**src/rtl/rs_slot_scheduler.sv**
```systemverilog
`default_nettype none
// ============================================================================
// Module      : rs_slot_scheduler
// Description : Two-entry reservation station with CDB operand capture and a
//               valid/ready issue port. Define RS_AGE_ORDER_EN for oldest-ready
//               selection; otherwise slot 1 has fixed priority over slot 0.
// Revision    : 1.0 - initial release
// ============================================================================
module rs_slot_scheduler #(
    parameter int TAG_W = 6
) (
    input  logic        clk,
    input  logic        rst,
    input  logic        in_0_valid,
    input  logic [75:0] in_0_data,
    input  logic        in_1_valid,
    input  logic [75:0] in_1_data,
    output logic        empty_0,
    output logic        empty_1,
    input  logic        cdb_valid,
    input  logic [TAG_W-1:0] cdb_tag,
    input  logic [31:0] cdb_data,
    input  logic        flush,
    output logic        issue_valid,
    input  logic        issue_ready,
    output logic [75:0] issue_data,
    output logic        issue_slot,
    output logic        wr_err
);

    localparam int c_RS1_V   = 10;
    localparam int c_RS1_VAL = 11;
    localparam int c_RS2_V   = 43;
    localparam int c_RS2_VAL = 44;

    logic [1:0]  r_occ;
    logic [75:0] r_payload_0;
    logic [75:0] r_payload_1;
    logic        r_wr_err;

    logic [1:0]  w_ready;
    logic [1:0]  w_wr_ok;
    logic [1:0]  w_occ_nxt;
    logic        w_sel;
    logic        w_fire;
    logic [75:0] w_payload_0_nxt;
    logic [75:0] w_payload_1_nxt;

    // Same capture rule serves both dispatch-time bypass and stored wake-up.
    function automatic logic [75:0] f_capture(input logic [75:0] d);
        logic [75:0] r;
        r = d;
        if (cdb_valid && !d[c_RS1_V] && d[c_RS1_VAL +: TAG_W] == cdb_tag) begin
            r[c_RS1_VAL +: 32] = cdb_data;
            r[c_RS1_V]         = 1'b1;
        end
        if (cdb_valid && !d[c_RS2_V] && d[c_RS2_VAL +: TAG_W] == cdb_tag) begin
            r[c_RS2_VAL +: 32] = cdb_data;
            r[c_RS2_V]         = 1'b1;
        end
        return r;
    endfunction

    assign w_ready[0] = r_occ[0] & r_payload_0[c_RS1_V] & r_payload_0[c_RS2_V];
    assign w_ready[1] = r_occ[1] & r_payload_1[c_RS1_V] & r_payload_1[c_RS2_V];
    assign w_fire     = issue_valid & issue_ready;
    assign w_wr_ok    = {in_1_valid & ~r_occ[1], in_0_valid & ~r_occ[0]};

    always_comb begin
        w_occ_nxt = r_occ;
        if (w_wr_ok[0]) begin
            w_occ_nxt[0] = 1'b1;
        end else if (w_fire && !w_sel) begin
            w_occ_nxt[0] = 1'b0;
        end
        if (w_wr_ok[1]) begin
            w_occ_nxt[1] = 1'b1;
        end else if (w_fire && w_sel) begin
            w_occ_nxt[1] = 1'b0;
        end
        if (flush) begin
            w_occ_nxt = 2'b00;
        end
    end

    assign w_payload_0_nxt = f_capture(w_wr_ok[0] ? in_0_data : r_payload_0);
    assign w_payload_1_nxt = f_capture(w_wr_ok[1] ? in_1_data : r_payload_1);

`ifdef RS_AGE_ORDER_EN
    logic r_old;
    logic w_old_nxt;

    always_comb begin
        w_old_nxt = r_old;
        if (!flush) begin
            if (&w_wr_ok) begin
                w_old_nxt = 1'b1;
            end else if (w_occ_nxt == 2'b11) begin
                if (w_wr_ok[0]) begin
                    w_old_nxt = 1'b1;
                end else if (w_wr_ok[1]) begin
                    w_old_nxt = 1'b0;
                end
            end else if (w_occ_nxt == 2'b01) begin
                w_old_nxt = 1'b0;
            end else if (w_occ_nxt == 2'b10) begin
                w_old_nxt = 1'b1;
            end
        end
    end

    always_ff @(posedge clk) begin
        if (rst) begin
            r_old <= 1'b0;
        end else begin
            r_old <= w_old_nxt;
        end
    end

    assign w_sel = (&w_ready) ? r_old : w_ready[1];
`else
    assign w_sel = w_ready[1];
`endif

    always_ff @(posedge clk) begin
        if (rst) begin
            r_occ       <= 2'b00;
            r_payload_0 <= '0;
            r_payload_1 <= '0;
            r_wr_err    <= 1'b0;
        end else begin
            r_occ       <= w_occ_nxt;
            r_payload_0 <= w_payload_0_nxt;
            r_payload_1 <= w_payload_1_nxt;
            if ((in_0_valid & r_occ[0]) | (in_1_valid & r_occ[1])) begin
                r_wr_err <= 1'b1;
            end
        end
    end

    assign empty_0     = ~r_occ[0];
    assign empty_1     = ~r_occ[1];
    assign issue_valid = |w_ready;
    assign issue_slot  = w_sel;
    assign issue_data  = !issue_valid ? '0 : (w_sel ? r_payload_1 : r_payload_0);
    assign wr_err      = r_wr_err;

endmodule
`default_nettype wire
```
**config.mk**
```make
export PLATFORM = sky130hd
export DESIGN_NAME = rs_slot_scheduler
export DESIGN_NICKNAME = d
export VERILOG_FILES = /design/src/rtl/rs_slot_scheduler.sv
export SDC_FILE = /design/constraint.sdc
export NUM_CORES = 1
export LEC_CHECK = 0
export ABC_CLOCK_PERIOD_IN_PS = 2400
export BUFFER_PORTS_ARGS = -buffer_cell sky130_fd_sc_hd__buf_4
export CAP_MARGIN = 20
export CORE_ASPECT_RATIO = 1.1
export CORE_UTILIZATION = 30
export DETAILED_ROUTE_END_ITERATION = 16
export PLACE_DENSITY = 0.63
export RECOVER_POWER = 25
export SETUP_SLACK_MARGIN = 0.4
export SLEW_MARGIN = 40
export SYNTH_ARGS = -nofsm -noshare
export SYNTH_HDL_FRONTEND = slang
export SYNTH_SLANG_ARGS = --single-unit
export TNS_END_PERCENT = 30
```
**constraint.sdc**
```tcl
create_clock -name clk -period 2.4 [get_ports clk]
set_clock_uncertainty 0.2 [all_clocks]
set_input_delay 0.24 -clock clk [delete_from_list [all_inputs] [get_ports clk]]
set_output_delay 0.24 -clock clk [all_outputs]
set_load 0.005 [all_outputs]
```
# Word-level counts from Yosys, hierarchy flattened
# Index checks and enable logic that the tools add are counted.
dict set report classes {
  n_eq_ne 4
  mux 12
  bitwise 12
  reduce_logical 23
}
# cell count
set op_table {}
lappend op_table {{$mux 76} 4}
lappend op_table {{$mux 33} 4}
lappend op_table {{$eq 6x6->1} 4}
lappend op_table {{$reduce_bool 2->1} 6}
lappend op_table {{$logic_and 1x1->1} 10}
lappend op_table {{$and 1x1->1} 9}
lappend op_table {{$logic_not 1->1} 5}
lappend op_table {{$mux 1} 4}
lappend op_table {{$reduce_or 2->1} 2}
lappend op_table {{$not 1->1} 2}
lappend op_table {{$or 1x1->1} 1}
dict set report word_totals {
  register_bits 155
  input_bits 197
  out_inout_bits 81
  elab_cells 62
}

# Depth between registers and ports, before layout
# Gate-level depths: netlist of the first run.
dict set report depth {
  word_depth 7
  ltp_mapped 9
  ltp_nobuf 6
}

# Least setup slack after synthesis of the first run
# OpenSTA, ideal clock, no wires.
dict set report synth_timing {
  path_kind {register to register}
  from {reg r_occ[0]}
  to {reg r_payload_0[46]}
  setup_time_ns 0.121
  arrival_ns 1.924
  required_ns 2.079
  slack_ns 0.155
  path_stages_with_launch 9
  n_path_buf 2
  synth_period_minus_slack_ns 2.245
  cell_sequence {dfxtp_1 -> nand2b_1 -> buf_6 -> a2111oi_4 -> a21oi_2 -> nor3_4 -> o311a_1 -> buf_4 -> mux2_2}
}
dict set report synth_between {
  elab_chain_cells 7
  elab_cells_between_ends 8
  cone_classes {eq/ne: 1; mux: 2; bitwise: 2; reduce/logical: 3}
}
# element line_no
set synth_rtl {}
lappend synth_rtl {{start, declared} 36} ;# logic [1:0] r_occ;
lappend synth_rtl {{start signal, assigned} 132} ;# r_occ <= w_occ_nxt;
lappend synth_rtl {{$not 1->1 (*)} 67} ;# assign w_wr_ok = {in_1_valid & ~r_occ[1], in_0_valid & ~r_occ[0]};
lappend synth_rtl {{$and 1x1->1 (*)} 67}
lappend synth_rtl {{$mux 76 (*)} 86} ;# assign w_payload_0_nxt = f_capture(w_wr_ok[0] ? in_0_data : r_payload_0);
lappend synth_rtl {{branches (longest 3 deep; another with $eq 6x6->1)} --}
lappend synth_rtl {{$mux 33 (*)} 57} ;# if (cdb_valid && !d[c_RS2_V] && d[c_RS2_VAL +: TAG_W] == cdb_tag) begin
lappend synth_rtl {{end signal, assigned} 133} ;# r_payload_0 <= w_payload_0_nxt;
lappend synth_rtl {{end, declared} 37} ;# logic [75:0] r_payload_0;
# Mark *: on every way between the ends. The select of a mux whose other input is x is not followed.
# A chain may end at the register's enable or synchronous reset.

# Worst setup path in the final report of the first run
dict set report layout_timing {
  from {reg r_occ[1]}
  to {out issue_data[44]}
}
dict set report layout_between {
  elab_chain_cells 4
  elab_cells_between_ends 5
  cone_classes {mux: 2; bitwise: 2; reduce/logical: 1}
}
# element line_no
set layout_rtl {}
lappend layout_rtl {{$and 1x1->1 (*) (2 in a row)} 65} ;# assign w_ready[1] = r_occ[1] & r_payload_1[c_RS1_V] & r_payload_1[c_RS2_V];
lappend layout_rtl {{$mux 76 / $reduce_or 2->1 (equally long branches)} {145, 143}}
lappend layout_rtl {{$mux 76 (*)} 145} ;# assign issue_data = !issue_valid ? '0 : (w_sel ? r_payload_1 : r_payload_0);
lappend layout_rtl {{end, declared} 26} ;# output logic [75:0] issue_data,
# Every way passes the cells marked *; elsewhere a longest branch is shown, timed or not.

==> metrics.md, run 1 <==
| Metric | Value |
|---|---|
| Later-pin clock latency in the skew report | `around 0.43 ns` |
| TritonCTS clock tree | `built` |
| Setup slack, reg-to-reg | `0.07 ns` |
| DRC violation count after routing | `0` |
| Biggest area contributors in the synthesized netlist | `sky130_fd_sc_hd__dfxtp_1 (36%), sky130_fd_sc_hd__nand2_1 (9.9%), sky130_fd_sc_hd__mux2i_1 (7.7%)` |
| Starting DRC count in detailed routing | `574` |
| Sort of element at the start of the critical path | `flip-flop` |
| Area fraction of the dominant cell type after synthesis | `35.8%` |
| Sum Neg Setup Slack | `0 ns` |
| Die X-Extent | `164 µm` |
| Vias per cell | `5.10` |
| Total congestion overflow | `0` |
| IR drop worst, VDD | `0.313 mV` |
| Data required time at the worst endpoint | `around 2.0 ns` |
| Post-synthesis average cell area | `slightly above 8 µm²` |
| Router iterations before antenna repair | `5` |
| Synth Instances | `between 1000 and 1500` |
| Clock-pin slew on the worst setup and hold paths | `roughly 0.07 ns` |
| Net count after synthesis | `1257` |
| Most instantiated library cell after synthesis | `sky130_fd_sc_hd__nand2_1` |
| Tcrit/Tclk final | `between 90% and 100%` |
| Actual slew at the worst max-slew pin | `~0.69 ns` |
| Maximum clock frequency | `roughly 0.43 GHz` |
| Layout overhead on the synthesized area | `63.5%` |
| DP Wirelength | `between 20 and 25 mm` |
| Critical register-to-register path endpoint | `r_payload_1[30]` |
| Buffer depth of the longest clock path | `2` |
| Met2 usage | `between 30 and 40%` |
| Count of H-tree levels built during CTS | `4` |
| Result of the run | `finished, final reports clean` |
| Synthesis-stage register bit count | `155` |
| Post-layout power | `approximately 0.0072 W` |
| Count of final max-slew check failures | `0` |
| Global Route met3 Usage | `around 5.2%` |
| Endpoint with the worst hold slack | `r_payload_0[28]` |
| Final weighted congestion in routability-driven placement | `roughly 0.9` |
| Critical path startpoint | `r_occ[1]` |
| DIE HEIGHT | `180 µm` |
| Max transition margin | `54.2%` |
| Most congested layer reported by global routing | `met2` |
| Antenna violations before repair | `1` |
| Power Density | `504 mW/mm²` |
| Clock tree sinks | `155` |
| R2R depth | `7` |
| Final hold vios | `0` |
| Worst min-delay path startpoint | `cdb_data[17]` |
| Cell Area, Synth | `approximately 0.0087 mm²` |
| Top Ports | `roughly 280` |
| Sequential element share of the synthesized area | `a little over a third` |
| Cell depth of the worst hold path | `3` |
| First-pass GRT wire length | `about 53 mm` |
| Maximum number of pins on one net before global-route repair | `44` |
| Num CTS Buffers | `17` |
| Total via count after detailed routing | `around 9400` |
| Fraction of final layout cells with drive strength greater than 1 | `33.7%` |
| Met1 global-route usage | `between 20% and 30%` |
| Final count of negative-setup-slack endpoints | `0` |
| Routed WL | `36.5 mm` |
| Number of global-route vias before repair | `about 9500` |
| Crit Path Max Fanout | `29` |
| Max-cap check violation count | `0` |
| Root buffer cell | `sky130_fd_sc_hd__clkbuf_16` |
| Starting density of the core | `a little over 30%` |
| Type of the worst setup path | `flip-flop to output pin` |
| Fin util | `between 50% and 60%` |
| Overall global routing resource usage | `between 20% and 30%` |
| Core ar. | `~0.028 mm²` |
| Unrepaired setup endpoints after global routing | `true` |
| Total of warnings raised by yosys | `0` |
| Launch point of the worst reg-to-reg path | `r_occ[1]` |
| Remaining number of nets flagged by the antenna check after routing | `0` |
| Distinct cell type count after synthesis | `~60` |
| Fraction of registers with async set/reset | `0%` |
| Core Rows | `64` |
| Most area-hungry cell type in the Yosys netlist | `sky130_fd_sc_hd__dfxtp_1` |
| Arrival @ worst endpoint | `between 1.5 and 2 ns` |
| Most frequent cells after synthesis | `sky130_fd_sc_hd__nand2_1 (229), sky130_fd_sc_hd__dfxtp_1 (155), sky130_fd_sc_hd__a21oi_1 (79)` |
| Overall die area | `~0.03 mm²` |
| Routed WL per cell | `19.8 µm` |
| Most used flip-flop cell after synthesis | `sky130_fd_sc_hd__dfxtp_1` |
| Class of the tightest hold or removal check | `input port to flip-flop` |
| Worst setup EP type | `output pin` |
| Count of port buffers added during placement | `around 280` |
| Reported leakage power | `about 6.2 nW` |
| Final nets | `~1700` |
| Post-synth EDFFs | `0` |
| Final critical path time including I/O delays and setup | `around 2.3 ns` |
[cells in the final DEF (no fill, tap or decap), types with 10 or more instances in the layout]
cell type	n
sky130_fd_sc_hd__inv_1	16
sky130_fd_sc_hd__buf_12	16
sky130_fd_sc_hd__dlygate4sd3_1	126
sky130_fd_sc_hd__a21oi_1	79
sky130_fd_sc_hd__a211oi_2	17
sky130_fd_sc_hd__mux2i_1	62
sky130_fd_sc_hd__nor2b_1	16
sky130_fd_sc_hd__buf_6	10
sky130_fd_sc_hd__nor2_2	14
sky130_fd_sc_hd__buf_4	298
sky130_fd_sc_hd__xor2_1	13
sky130_fd_sc_hd__mux2_4	14
sky130_fd_sc_hd__nor2_1	62
sky130_fd_sc_hd__dfxtp_1	153
sky130_fd_sc_hd__or3_1	18
sky130_fd_sc_hd__a211oi_1	16
sky130_fd_sc_hd__nand2_1	223
sky130_fd_sc_hd__clkbuf_16	25
sky130_fd_sc_hd__a21o_1	17
sky130_fd_sc_hd__nand2b_1	25
sky130_fd_sc_hd__a22o_1	72
sky130_fd_sc_hd__mux2_2	14
sky130_fd_sc_hd__o21ai_0	19
[registers in the layout, indices dropped and copies added (netlist names)]
signal       count
r_occ            2
wr_err           1
r_payload_1     76
r_payload_0     76
[stage by stage]
step,cells,setup slack [ns],hold slack [ns],area [µm²]
2_1_floorplan,1060,0.236,0.119,8790
6_report,1849,0.0726,0.00449,14200
3_5_place_dp,1651,0.0382,0.224,11400
4_1_cts,1829,0.115,0.00239,13700
5_1_grt,1848,0.0197,0.0214,14200
3_3_place_gp,1651,0.0783,0.219,11400
[layer usage]
metal,share of wire [%],up-vias
met1,41,4444
li1,-,4534
met5,0,-
met4,2.9,0
met3,7.6,61
met2,48,387
[layout make-up]
class	count	area (µm²)
clock inverters	13	158
well taps	363	454
flip-flops and latches	155	3110
multi-input cells	795	5440
repair buffers	488	4520
diodes	1	2.50
fillers	2611	13900
inverters	16	60.1
clock buffers	18	439
[how the worst max path moves through the flow]
| stage | slack, ns | cells past startpoint | end |
|---|---|---|---|
| after floorplan | 0.24 | 7 | r_payload_1[39] |
| after global placement | 0.08 | 8 | r_payload_1[17] |
| after detailed placement | 0.04 | 7 | r_payload_0[37] |
| after CTS | 0.12 | 7 | r_payload_0[46] |
| after global routing | 0.02 | 5 | issue_data[44] |
| final | 0.07 | 5 | issue_data[44] |
[power by group]
| group | internal, W | leakage, nW | switching [W] | total, W |
|---|---|---|---|---|
| Sequential | 0.00275 | 1.28 | 0.000116 | 0.00287 |
| Combinational | 0.000770 | 4.59 | 0.000689 | 0.00146 |
| Clock | 0.00159 | 0.284 | 0.00123 | 0.00282 |
| Total | 0.00511 | 6.15 | 0.00204 | 0.00715 |
[worst max-delay path, stage by stage, from the launching register on]
cell and delay (ns):
sky130_fd_sc_hd__dfxtp_1 0.36, sky130_fd_sc_hd__buf_6 0.13, sky130_fd_sc_hd__and3_4 0.21, sky130_fd_sc_hd__clkbuf_4 0.40
sky130_fd_sc_hd__a22o_1 0.24, sky130_fd_sc_hd__buf_4 0.11
[kinds of logic (layout without fill, tap and decap cells)]
family | after synthesis | in the layout | share of synthesized area [%]
multiplexers | 95 | 95 | 11.9
XOR/XNOR | 23 | 23 | 2.32
flip-flops | 155 | 155 | 35.8
buffers and inverters | 110 | 535 | 5.80
other | 0 | 1 | 0
AO/OA/AOI/OAI | 269 | 269 | 23.1
AND/OR/NAND/NOR | 408 | 408 | 21.2
[timing repair]
action,CTS,global route
gates cloned,7,10
pin swaps,4,5
gates resized for setup,26,59
buffers inserted,14,9
endpoints found under the hold margin,115,0
setup endpoints to repair,209,209
hold buffers,126,0
(Power assumes the default switching activity.)
==> run 2, diff against run 1 <==
Settings changed: CORE_UTILIZATION 30 to 47, PLACE_DENSITY 0.63 to 0.87, SLEW_MARGIN 40 to 25.
==> metrics.md, run 2 (same netlist as run 1, synthesis figures left out) <==
| Metric | Value |
|---|---|
| Maximum clock frequency | `about 0.41 GHz` |
| Final critical path time including I/O delays and setup | `roughly 2.4 ns` |
| DIE HEIGHT | `145 µm` |
| Number of standard cells in the final layout excluding fillers | `roughly 1700` |
| Root buffer cell | `sky130_fd_sc_hd__clkbuf_16` |
| Routed WL per cell | `about 22 µm` |
| Final hold vios | `0` |
| Reported leakage power | `a little over 6 nW` |
| Fraction of final layout cells with drive strength greater than 1 | `around 34%` |
| Worst setup EP type | `output pin` |
| Final weighted congestion in routability-driven placement | `between 0.9 and 1` |
| Remaining number of nets flagged by the antenna check after routing | `0` |
| Top Ports | `approximately 280` |
| Class of the tightest hold or removal check | `input port to flip-flop` |
| Layout overhead on the synthesized area | `60.6%` |
| DRC violation count after routing | `0` |
| Sort of element at the start of the critical path | `flip-flop` |
| Die X-Extent | `132 µm` |
| Maximum number of pins on one net before global-route repair | `between 50 and 60` |
| Total congestion overflow | `0` |
| Hold slack | `between 0.01 and 0.015 ns` |
| Buffer depth of the longest clock path | `2` |
| TritonCTS clock tree | `built` |
| Sum Neg Setup Slack | `-0.0107 ns` |
| Crit Path Max Fanout | `7` |
| Total via count after detailed routing | `approximately 10000` |
| Critical path startpoint | `r_payload_0[10]` |
| Final count of negative-setup-slack endpoints | `1` |
| Violated checks | `negative setup slack` |
| First-pass GRT wire length | `slightly above 50 mm` |
| DP Wirelength | `~21 mm` |
| Worst setup timing slack at the placement stage | `-0.0121 ns` |
| Tcrit/Tclk final | `100%` |
| Post-layout power | `0.00707 W` |
| Overall die area | `0.0190 mm²` |
| Antenna violations before repair | `1` |
| Worst min-delay path startpoint | `in_1_data[41]` |
| Result of the run | `complete, but fails checks` |
| Max transition margin | `63.3%` |
| Most common cell after layout, fill and taps aside | `sky130_fd_sc_hd__buf_4` |
| Vias per cell | `between 6 and 7` |
| Power Density | `507 mW/mm²` |
| Router iterations before antenna repair | `5` |
| Clock-pin slew on the worst setup and hold paths | `0.06 ns` |
| Count of port buffers added during placement | `between 200 and 300` |
| Max-cap check violation count | `0` |
| Actual slew at the worst max-slew pin | `0.550 ns` |
| Final Worst Setup Slack | `-0.0107 ns` |
| Count of H-tree levels built during CTS | `4` |
| Most used cells in the layout excluding fill and tap cells | `sky130_fd_sc_hd__buf_4 (276), sky130_fd_sc_hd__nand2_1 (226), sky130_fd_sc_hd__dfxtp_1 (152)` |
| Starting DRC count in detailed routing | `901` |
| Core ar. | `0.0179 mm²` |
| Overall global routing resource usage | `35.2%` |
| Later-pin clock latency in the skew report | `approximately 0.43 ns` |
| Arrival @ worst endpoint | `~2 ns` |
| Unrepaired setup endpoints after global routing | `true` |
| Starting density of the core | `about half` |
| IR drop worst, VDD | `0.489 mV` |
| Number of global-route vias before repair | `9884` |
| Count of final max-slew check failures | `0` |
| Launch point of the worst reg-to-reg path | `r_occ[1]` |
| Core Rows | `51` |
| Data required time at the worst endpoint | `around 2.0 ns` |
| Clock tree sinks | `155` |
| Num CTS Buffers | `17` |
| Largest registers in the final layout | `r_payload_0 x76, r_payload_1 x76, r_occ x2` |
| Final nets | `1641` |
| Type of the worst setup path | `flip-flop to output pin` |
| Routed WL | `around 38 mm` |
| Dpl cells | `about 1500` |
==> run 2: changes by cell type in the layout (fill, tap and decap cells not counted), sizes merged <==
cell	previous run	this run
dlygate4sd3	126	109
buf	335	341
clkbuf	45	30
inv	23	18
nand2b	27	28
clkinvlp	3	4
==> run 2: routing by layer <==
metal  GRT usage, %  up-vias  share of wire (%)
met5              0        -                  0
met4           20.0        0                5.6
met2           63.0      734                 49
li1               -     4468                  -
met3           8.87      179                9.0
met1           38.1     4894                 36
==> run 2: path summary, 6_finish.rpt <==
| check | endpoint | slack, ns | cells after the start |
|---|---|---|---|
| min | r_payload_1[41] | 0.01 | 3 |
| min reg2reg | r_payload_0[4] | 0.25 | 2 |
| max | issue_data[14] | -0.01 | 6 |
| max reg2reg | r_payload_1[30] | 0.02 | 8 |
==> run 2: power by group <==
group	internal, W	switching [W]
Clock	0.00161	0.00110
Sequential	0.00276	0.000132
Combinational	0.000747	0.000726
Total	0.00512	0.00196
==> run 2: cell type report <==
| cell class | count | area [µm²] |
|---|---|---|
| Antenna cell | 1 | 2.50 |
| Clock buffer | 22 | 474 |
| Clock inverter | 9 | 113 |
| Fill cell | 1108 | 3930 |
| Inverter | 16 | 60.1 |
| Multi-Input combinational cell | 796 | 5540 |
| Sequential cell | 155 | 3110 |
| Tap cell | 238 | 298 |
| Timing Repair Buffer | 458 | 4340 |
==> run 2: critical path, stage by stage (launching register included) <==
cell and delay, ns:
sky130_fd_sc_hd__dfxtp_1 0.43, sky130_fd_sc_hd__nand3_4 0.22, sky130_fd_sc_hd__nor2_4 0.23, sky130_fd_sc_hd__buf_8 0.18, sky130_fd_sc_hd__clkbuf_16 0.18, sky130_fd_sc_hd__a22o_1 0.17, sky130_fd_sc_hd__buf_4 0.12
==> run 2: metrics by stage <==
| stage | cell area [µm²] | utilization (%) |
|---|---|---|
| 2_1_floorplan | 8790 | - |
| 3_3_place_gp | 11100 | 62.2 |
| 3_5_place_dp | 11100 | 62.2 |
| 4_1_cts | 13200 | 73.7 |
| 5_1_grt | 13900 | 78.0 |
| 6_report | 13900 | 78.0 |
==> run 2: repair_timing <==
item                                    CTS  global route
hold buffers                            109             0
cloned                                    6             8
gates resized for setup                  33           116
endpoints found under the hold margin   107             0
endpoints found under the setup margin  210           211
buffers inserted                          8             9
pin swaps                                 7            57
==> run 3, diff against run 2 <==
Settings changed: MAX_ROUTING_LAYER from default to met4.
==> metrics.md, run 3 (same netlist as run 1, synthesis figures left out) <==
| Metric | Value |
|---|---|
| Starting DRC count in detailed routing | `between 700 and 800` |
| Crit Path Max Fanout | `7` |
| Final weighted congestion in routability-driven placement | `roughly 0.95` |
| Largest registers in the final layout | `r_payload_0 x76, r_payload_1 x76, r_occ x2` |
| Layout overhead on the synthesized area | `51.1%` |
| Final hold vios | `2` |
| Vias per cell | `around 5.9` |
| Count of H-tree levels built during CTS | `4` |
| Routed WL per cell | `roughly 20 µm` |
| Most used cells in the layout excluding fill and tap cells | `sky130_fd_sc_hd__buf_4 (302), sky130_fd_sc_hd__nand2_1 (229), sky130_fd_sc_hd__dfxtp_1 (152)` |
| Unrepaired setup endpoints after global routing | `true` |
| Total via count after detailed routing | `approximately 9700` |
| Clock tree sinks | `~160` |
| Buffer depth of the longest clock path | `2` |
| Arrival @ worst endpoint | `about 1.9 ns` |
| Core ar. | `0.0179 mm²` |
| Total congestion overflow | `0` |
| IR drop worst, VDD | `roughly 0.53 mV` |
| Die X-Extent | `132 µm` |
| DRC violation count after routing | `0` |
| TritonCTS clock tree | `built` |
| Number of global-route vias before repair | `between 9000 and 10000` |
| Count of port buffers added during placement | `roughly 280` |
| Router iterations before antenna repair | `5` |
| Starting density of the core | `48.6%` |
| Later-pin clock latency in the skew report | `~0.42 ns` |
| Final nets | `1611` |
| Tcrit/Tclk final | `between 90% and 100%` |
| Max transition margin | `between 40% and 50%` |
| Overall die area | `0.0190 mm²` |
| DIE HEIGHT | `roughly 140 µm` |
| Fin util | `roughly three quarters` |
| Actual slew at the worst max-slew pin | `a little under 0.8 ns` |
| Number of standard cells in the final layout excluding fillers | `roughly 1700` |
| Count of final max-slew check failures | `0` |
| Dpl cells | `roughly 1500` |
| Routed WL | `between 30 and 40 mm` |
| Max-cap check violation count | `0` |
| Post-layout power | `0.00698 W` |
| Maximum number of pins on one net before global-route repair | `60` |
| Hold slack | `-0.0618 ns` |
| Reported leakage power | `just under 6 nW` |
| Worst setup timing slack at the placement stage | `0.0454 ns` |
| Data required time at the worst endpoint | `1.96 ns` |
| Final critical path time including I/O delays and setup | `around 2.3 ns` |
| Class of the tightest hold or removal check | `input port to flip-flop` |
| Core Rows | `between 50 and 60` |
| Final count of negative-setup-slack endpoints | `0` |
| Type of the worst setup path | `flip-flop to output pin` |
| Most common cell after layout, fill and taps aside | `sky130_fd_sc_hd__buf_4` |
| Result of the run | `complete, but fails checks` |
| Clock-pin slew on the worst setup and hold paths | `approximately 0.060 ns` |
| Hold-fix buffers at CTS | `91` |
| Overall global routing resource usage | `between 30% and 40%` |
| DP Wirelength | `21.3 mm` |
| Violated checks | `negative hold slack` |
| Worst setup EP type | `output pin` |
| Diode count | `0` |
| Antenna violations before repair | `0` |
| First-pass GRT wire length | `between 40 and 50 mm` |
| Top Ports | `approximately 280` |
| Sort of element at the start of the critical path | `flip-flop` |
| Remaining number of nets flagged by the antenna check after routing | `0` |
| Sum Neg Setup Slack | `0 ns` |
| Power Density | `532 mW/mm²` |
| Root buffer cell | `sky130_fd_sc_hd__clkbuf_16` |
| Maximum clock frequency | `roughly 0.43 GHz` |
| Final Worst Setup Slack | `~0.073 ns` |
| Num CTS Buffers | `17` |
| Fraction of final layout cells with drive strength greater than 1 | `approximately 32%` |
==> run 3: layer usage <==
metal	vias to the layer above	share of wire (%)	wire [µm]	track usage (%)
met5	-	0	0	-
met1	4539	37	12500	38.1
met2	648	50	16700	60.0
met4	0	5.2	1760	19.9
met3	146	8.2	2760	6.06
li1	4412	-	-	-
==> run 3: timing repair <==
action                     CTS  global route
cloned                       3             5
setup endpoints to repair  209           210
setup buffers                8             3
hold endpoints to repair    93             1
pin swaps                    2             6
gates resized for setup     20            19
==> run 3: final cells by class <==
class / instances / area [µm²]
inverters: 16 / 60.1
multi-input cells: 795 / 5290
clock buffers: 21 / 450
fillers: 1273 / 4760
clock inverters: 10 / 141
well taps: 238 / 298
repair buffers: 429 / 3760
flip-flops and latches: 155 / 3110
==> run 3: path summary, 6_finish.rpt <==
kind                endpoint  cells after the start            from  slack (ns)
max            issue_data[3]                      7        r_occ[1]        0.07
min          r_payload_1[10]                      3   in_1_data[10]       -0.06
max reg2reg  r_payload_1[32]                      7        r_occ[1]        0.09
min reg2reg   r_payload_0[5]                      2  r_payload_0[5]        0.26
==> run 3: metrics by stage <==
step | instance area (µm²) | hold WS, ns
6_report | 13100 | -0.0618
5_1_grt | 13100 | -0.0606
4_1_cts | 12900 | -0.0904
3_5_place_dp | 11100 | 0.224
3_3_place_gp | 11100 | 0.231
2_1_floorplan | 8790 | 0.119
==> run 3: report_power, final <==
part / leakage [nW] / switching (W) / internal (W)
Sequential: 1.28 / 0.000123 / 0.00276
Combinational: 4.21 / 0.000660 / 0.000686
Clock: 0.284 / 0.00109 / 0.00166
==> run 3: worst max-delay path, cell delays in order, from the launching register on <==
cell and delay, ns:
sky130_fd_sc_hd__dfxtp_1 0.35, sky130_fd_sc_hd__buf_6 0.13, sky130_fd_sc_hd__and3_4 0.23, sky130_fd_sc_hd__nor2_4 0.07, sky130_fd_sc_hd__buf_12 0.15, sky130_fd_sc_hd__clkbuf_16 0.18
sky130_fd_sc_hd__a22o_1 0.21, sky130_fd_sc_hd__buf_4 0.14
